## config.mk

```make
export PLATFORM = sky130hd
export DESIGN_NAME = nx_run_ctrl
export DESIGN_NICKNAME = d
export VERILOG_FILES = /design/src/rtl/nx_run_ctrl.sv
export SDC_FILE = /design/constraint.sdc
export NUM_CORES = 1
export LEC_CHECK = 0
export CELL_PAD_IN_SITES_DETAIL_PLACEMENT = 1
export CELL_PAD_IN_SITES_GLOBAL_PLACEMENT = 2
export CORE_ASPECT_RATIO = 1.75
export CORE_MARGIN = 3
export CORE_UTILIZATION = 27
export DETAILED_ROUTE_END_ITERATION = 10
export PLACE_DENSITY_LB_ADDON = 0.08
export SLEW_MARGIN = 20
export SYNTH_ARGS = -nofsm -noshare
export SYNTH_HDL_FRONTEND = slang
export SYNTH_SLANG_ARGS = --single-unit
```

## constraint.sdc

```tcl
create_clock -name clk_i -period 2.65 [get_ports clk_i]
set_input_delay 0.53 -clock clk_i [delete_from_list [all_inputs] [get_ports clk_i]]
set_output_delay 0.53 -clock clk_i [all_outputs]
set_load 0.01 [all_outputs]
```

## src/rtl/nx_run_ctrl.sv

```systemverilog
// Host-commanded run sequencer for the Nexus mesh: one trigger per mesh cycle, bounded/free runs, STOP/CLEAR.
// Optional watchdog compiled in with `define NX_RUN_CTRL_WATCHDOG_EN.
module nx_run_ctrl #(
    parameter int COUNTER_WIDTH = 32,
    parameter int TIMEOUT       = 4096
) (
    input  logic                     clk_i,
    input  logic                     rst_i,
    input  logic [1:0]               cmd_op_i,
    input  logic [COUNTER_WIDTH-1:0] cmd_arg_i,
    input  logic                     cmd_valid_i,
    output logic                     cmd_ready_o,
    output logic                     cmd_err_o,
    input  logic                     mesh_idle_i,
    output logic                     trigger_o,
    output logic [COUNTER_WIDTH-1:0] cycle_o,
    output logic [COUNTER_WIDTH-1:0] remaining_o,
    output logic                     running_o,
    output logic                     done_o,
    output logic                     fault_o
);
    localparam logic [1:0] OP_RUN   = 2'd1;
    localparam logic [1:0] OP_STOP  = 2'd2;
    localparam logic [1:0] OP_CLEAR = 2'd3;

    typedef enum logic [1:0] {
        ST_IDLE      = 2'd0,
        ST_WAIT_IDLE = 2'd1,
        ST_WAIT_BUSY = 2'd2
    } state_t;

    if (TIMEOUT < 1 || COUNTER_WIDTH < 1) begin : g_bad_cfg
        $error("nx_run_ctrl: TIMEOUT and COUNTER_WIDTH must be positive");
    end

    state_t                     state_q, state_d;
    logic [COUNTER_WIDTH-1:0]   cycle_q, cycle_d;
    logic [COUNTER_WIDTH-1:0]   remaining_q, remaining_d;
    logic                       free_q, free_d;
    logic                       stop_pend_q, stop_pend_d;
    logic                       trigger_q, trigger_d;
    logic                       done_q, done_d;
    logic                       running_q, running_d;
    logic                       err_pend_q, err_pend_d;
    logic                       cmd_err_q, cmd_err_d;
    logic                       cmd_run, cmd_stop, cmd_clear;
    logic                       run_blocked;

`ifdef NX_RUN_CTRL_WATCHDOG_EN
    localparam int WD_W = $clog2(TIMEOUT + 1);
    logic [WD_W-1:0] wd_q, wd_d;
    logic            fault_q, fault_d;
    assign run_blocked = fault_q;
    assign fault_o     = fault_q;
`else
    assign run_blocked = 1'b0;
    assign fault_o     = 1'b0;
`endif

    assign cmd_run   = cmd_valid_i && (cmd_op_i == OP_RUN);
    assign cmd_stop  = cmd_valid_i && (cmd_op_i == OP_STOP);
    assign cmd_clear = cmd_valid_i && (cmd_op_i == OP_CLEAR);

    always_comb begin
        state_d     = state_q;
        cycle_d     = cycle_q;
        remaining_d = remaining_q;
        free_d      = free_q;
        stop_pend_d = stop_pend_q;
        trigger_d   = 1'b0;
        done_d      = 1'b0;
        err_pend_d  = 1'b0;
        // Error pulse is delayed one clock behind the consuming edge.
        cmd_err_d   = err_pend_q;
`ifdef NX_RUN_CTRL_WATCHDOG_EN
        fault_d     = fault_q;
        wd_d        = '0;
`endif
        case (state_q)
            ST_IDLE: begin
                if (cmd_run) begin
                    if (run_blocked) begin
                        err_pend_d = 1'b1;
                    end else begin
                        remaining_d = cmd_arg_i;
                        free_d      = (cmd_arg_i == '0);
                        stop_pend_d = 1'b0;
                        state_d     = ST_WAIT_IDLE;
                    end
                end else if (cmd_clear) begin
                    cycle_d = '0;
`ifdef NX_RUN_CTRL_WATCHDOG_EN
                    fault_d = 1'b0;
`endif
                end
            end
            default: begin
                if (cmd_run || cmd_clear) begin
                    err_pend_d = 1'b1;
                end
                if (cmd_stop) begin
                    stop_pend_d = 1'b1;
                end
                if (state_q == ST_WAIT_IDLE) begin
                    if (mesh_idle_i) begin
                        if (stop_pend_q || (!free_q && remaining_q == '0)) begin
                            state_d     = ST_IDLE;
                            done_d      = 1'b1;
                            stop_pend_d = 1'b0;
                        end else begin
                            trigger_d = 1'b1;
                            cycle_d   = cycle_q + 1'b1;
                            if (!free_q) begin
                                remaining_d = remaining_q - 1'b1;
                            end
                            state_d = ST_WAIT_BUSY;
                        end
                    end
                end else if (!mesh_idle_i) begin
                    state_d = ST_WAIT_IDLE;
                end
            end
        endcase

`ifdef NX_RUN_CTRL_WATCHDOG_EN
        // Timer counts clocks in an unchanged waiting state; a real transition always wins.
        if (state_q != ST_IDLE && state_d == state_q) begin
            if (wd_q == WD_W'(TIMEOUT - 1)) begin
                state_d     = ST_IDLE;
                done_d      = 1'b1;
                fault_d     = 1'b1;
                stop_pend_d = 1'b0;
            end else begin
                wd_d = wd_q + 1'b1;
            end
        end
`endif
        running_d = (state_d != ST_IDLE);
    end

    always_ff @(posedge clk_i or posedge rst_i) begin
        if (rst_i) begin
            state_q     <= ST_IDLE;
            cycle_q     <= '0;
            remaining_q <= '0;
            free_q      <= 1'b0;
            stop_pend_q <= 1'b0;
            trigger_q   <= 1'b0;
            done_q      <= 1'b0;
            running_q   <= 1'b0;
            err_pend_q  <= 1'b0;
            cmd_err_q   <= 1'b0;
        end else begin
            state_q     <= state_d;
            cycle_q     <= cycle_d;
            remaining_q <= remaining_d;
            free_q      <= free_d;
            stop_pend_q <= stop_pend_d;
            trigger_q   <= trigger_d;
            done_q      <= done_d;
            running_q   <= running_d;
            err_pend_q  <= err_pend_d;
            cmd_err_q   <= cmd_err_d;
        end
    end

`ifdef NX_RUN_CTRL_WATCHDOG_EN
    always_ff @(posedge clk_i or posedge rst_i) begin
        if (rst_i) begin
            wd_q    <= '0;
            fault_q <= 1'b0;
        end else begin
            wd_q    <= wd_d;
            fault_q <= fault_d;
        end
    end
`endif

    assign cmd_ready_o = 1'b1;
    assign cmd_err_o   = cmd_err_q;
    assign trigger_o   = trigger_q;
    assign cycle_o     = cycle_q;
    assign remaining_o = remaining_q;
    assign running_o   = running_q;
    assign done_o      = done_q;
endmodule

```

==> reports/results.ini <==
[critical_path]
cp.required_ps = 2870
timing.rr.end = remaining_o[12]$_DFFE_PP0P_
arrival_ps = 2810
critPathMaxFanout = 9
reg2reg_from = remaining_o[8]$_DFFE_PP0P_
rr_worst_depth = 10
crit_path_frequent_cell = buf_4
worstSetupPathType = reg2reg
cpMaxStageDelayCell = nor4_1
cp-start-kind = flip-flop
slowest_delay_ps = 660
crit_buf_inv = 5
ff2ff_setup_slack_ps = 60
path_cells = buf_4 > nor4_1 > buf_4 > nand4_1 > nor4_4 > buf_6 > buf_6 > buf_4 > nor3_1 > o22a_1
crit_family = simple AND/OR/NAND/NOR gates
endpoint_kind = flip-flop

[global_route]
grt-ovfl-total = 0
grt.total_usage = 0.2006
grt_antenna_before_repair = 0
grt_pass1_vias = 5584
grt_first_pass_wirelength_um = 29900
grt_max_degree = 74

[min_path]
hold_depth = 0
holdPathEnd = cmd_err_o$_DFF_PP0_
hp-start = cmd_err_d$_DFF_PP0_
hp-class = reg2reg

[timing]
max_slew_margin = 0.5121
fin_crit_sh = 0.9785
tightest_slew_ps = 725.2
final-max-slew-violation-count = 0
fmax_mhz = 385.7
finalHoldViolCount = 0
finalSetupViolCount = 0
min_period_ps = 2593
fin_worst_skew_ps = 10.81
tns_ps = 0

[yosys]
synth_edf_count = 0
synthFlopType = dfrtp_1
ys_seq_area_frac = 0.3960
synth_area_per_cell_um2 = 8.559
synth_cell_type_count = 55
syn_nets = 579
syn_inst = 539
yosys_warnings = 0
syn_area_um2 = 4613
postSynth.asyncResetShare = 1.000
ys_ff_latch = 73

[cells_and_area]
fillerInstances = 1964
fin_util = 0.4072
num_antenna_cells = 0
drive_above_1_share = 0.1671
synthToLayoutAreaGrowth_pct = 46.54
fin_nets = 729

[clocking]
clock_latency_ps = 350
cts-root-buf = clkbuf_16
path_clk_slew_ps = 70
numCtsBuffers = 9
cts_tree = yes
cts_htree_levels = 3
cts.sinks = 73
hold_buffers = 0
clk_path_buf_depth = 2

[power_and_ir_drop]
p_per_area_nw_per_um2 = 834.8
irDropWorstVdd_mv = 0.3874
p_leak_nw = 2.565
power_mw = 5.643

[floorplan]
rows = 62
die_w_um = 104.8
die_area_um2 = 18750
die_height_um = 178.9
core_area_um2 = 16600
start_util = 0.2779
io_pins = 108

[routing]
wl_per_cell_um = 20.08
vias = 5088
drc = 0
ant_nets = 0
wirelength_um = 18430
viasPerCell = 5.542
firstDrtPassIters = 4
dr.first_iter.drc_count = 165

[status]
status = finished clean

[placement]
globalplace.congestion = 0.7891
portBuffers = 105
dpl.hpwl_um = 13850

[job]
cap_violations = 0

[cells in the mapped netlist, types with 7 or more instances]
cell type | count | area, um2
a21oi_1 | 43 | 215.2
nand2b_1 | 7 | 43.79
or4_1 | 29 | 217.7
nand4_1 | 18 | 112.6
o21ai_0 | 15 | 75.07
dfrtp_1 | 73 | 1827
inv_1 | 8 | 30.03
nor3_1 | 25 | 125.1
a211oi_1 | 14 | 105.1
a31oi_1 | 9 | 56.30
nor4_1 | 27 | 168.9
nor2_1 | 49 | 183.9
nand2_1 | 35 | 131.4
or3_1 | 13 | 81.33
clkbuf_1 | 29 | 108.9
nand3_1 | 11 | 55.05
o22a_1 | 12 | 105.1
o22ai_1 | 9 | 56.30
o31ai_1 | 32 | 240.2
[state kept, by name, indices dropped and copies added, names as in the netlist]
register and cells:
stop_pend_q 1, running_o 1, remaining_o 32, trigger_o 1
cmd_err_d 1, cycle_o 32, cmd_err_o 1, free_q 1
done_o 1, state_q 2
[worst max path at each step]
stage	slack (ps)	cells past startpoint	to	from
6_report	60	10	remaining_o[12]$_DFFE_PP0P_	remaining_o[8]$_DFFE_PP0P_
3_3_place_gp	-180	6	cycle_o[28]$_DFFE_PP0P_	mesh_idle_i
2_1_floorplan	9	9	cycle_o[0]$_DFFE_PP0P_	remaining_o[0]$_DFFE_PP0P_
5_1_grt	-0.4	8	remaining_o[12]$_DFFE_PP0P_	remaining_o[19]$_DFFE_PP0P_
3_5_place_dp	-250	6	cycle_o[28]$_DFFE_PP0P_	mesh_idle_i
4_1_cts	-10	6	remaining_o[19]$_DFFE_PP0P_	remaining_o[10]$_DFFE_PP0P_
[worst register-to-register path, delay by kind of cell, from the launching register on]
kind            cells  cell delay (ps)
simple gates        4             1130
compound gates      1              170
flops               1              390
buf+inv             5              790
[cell families (layout without fill, tap and decap cells)]
| group | count (synthesis) | in the layout | share of synthesized area |
|---|---|---|---|
| simple gates | 241 | 241 | 0.2940 |
| mux | 6 | 6 | 0.01329 |
| buf+inv | 54 | 209 | 0.05370 |
| other cells | 2 | 2 | 0.001628 |
| fa+ha+maj | 2 | 2 | 0.005424 |
| flops | 73 | 73 | 0.3960 |
| compound gates | 161 | 161 | 0.2360 |
[metrics by stage]
step	cell area [um2]	setup WS (ps)	hold slack, ps	std cells
after detailed placement	6322	-249.7	340.2	895
after global placement	6322	-183.7	336.0	895
after CTS	6660	-13.99	355.1	911
after global routing	6760	-0.4314	369.6	918
final	6760	57.01	351.4	918
after floorplan	4613	9.150	331.2	539
[where the power goes]
group,total [mW],internal (mW),switching [mW]
Sequential,1.69,1.40,0.285
Combinational,2.59,1.28,1.31
Clock,1.37,0.829,0.536
[layout by cell type, fill, tap and decap left out, types with 9 or more instances in the layout]
cell and instances:
a211oi_1 14, nor2_1 47, nor3_1 24, or4_1 27, or3_1 13, dfrtp_1 73
a21oi_1 43, a31oi_1 9, nand3_1 11, nand4_1 18, nand2_1 35, clkdlybuf4s50_1 104
o22a_1 12, nor4_1 26, o22ai_1 9, buf_4 71, o21ai_0 15, o31ai_1 32
clkbuf_16 9
[routing by layer]
layer  up-vias  GRT usage  wire, um
met5         -          0         0
met1      2567     0.2130      6952
met4         0    0.08539       555
met2        99     0.3963     10520
li1       2392          -         -
met3        30    0.01982       398
[final cells by class]
type | instances | area, um2 | area share
inverter | 8 | 30.03 | 0.004442
clock inverter | 6 | 92.59 | 0.01370
clock buffer | 10 | 229.0 | 0.03387
tap | 224 | 280.3 | 0.04146
sequential | 73 | 1827 | 0.2702
timing repair buffer | 185 | 1714 | 0.2536
multi-input combinational | 412 | 2587 | 0.3828
[what timing repair did]
action,CTS,global route
pin swaps,0,6
endpoints found under the hold margin,0,0
gates resized for setup,3,14
setup endpoints to repair,29,45
setup buffers,0,7
No activity file was read; power rests on OpenSTA's default activity.
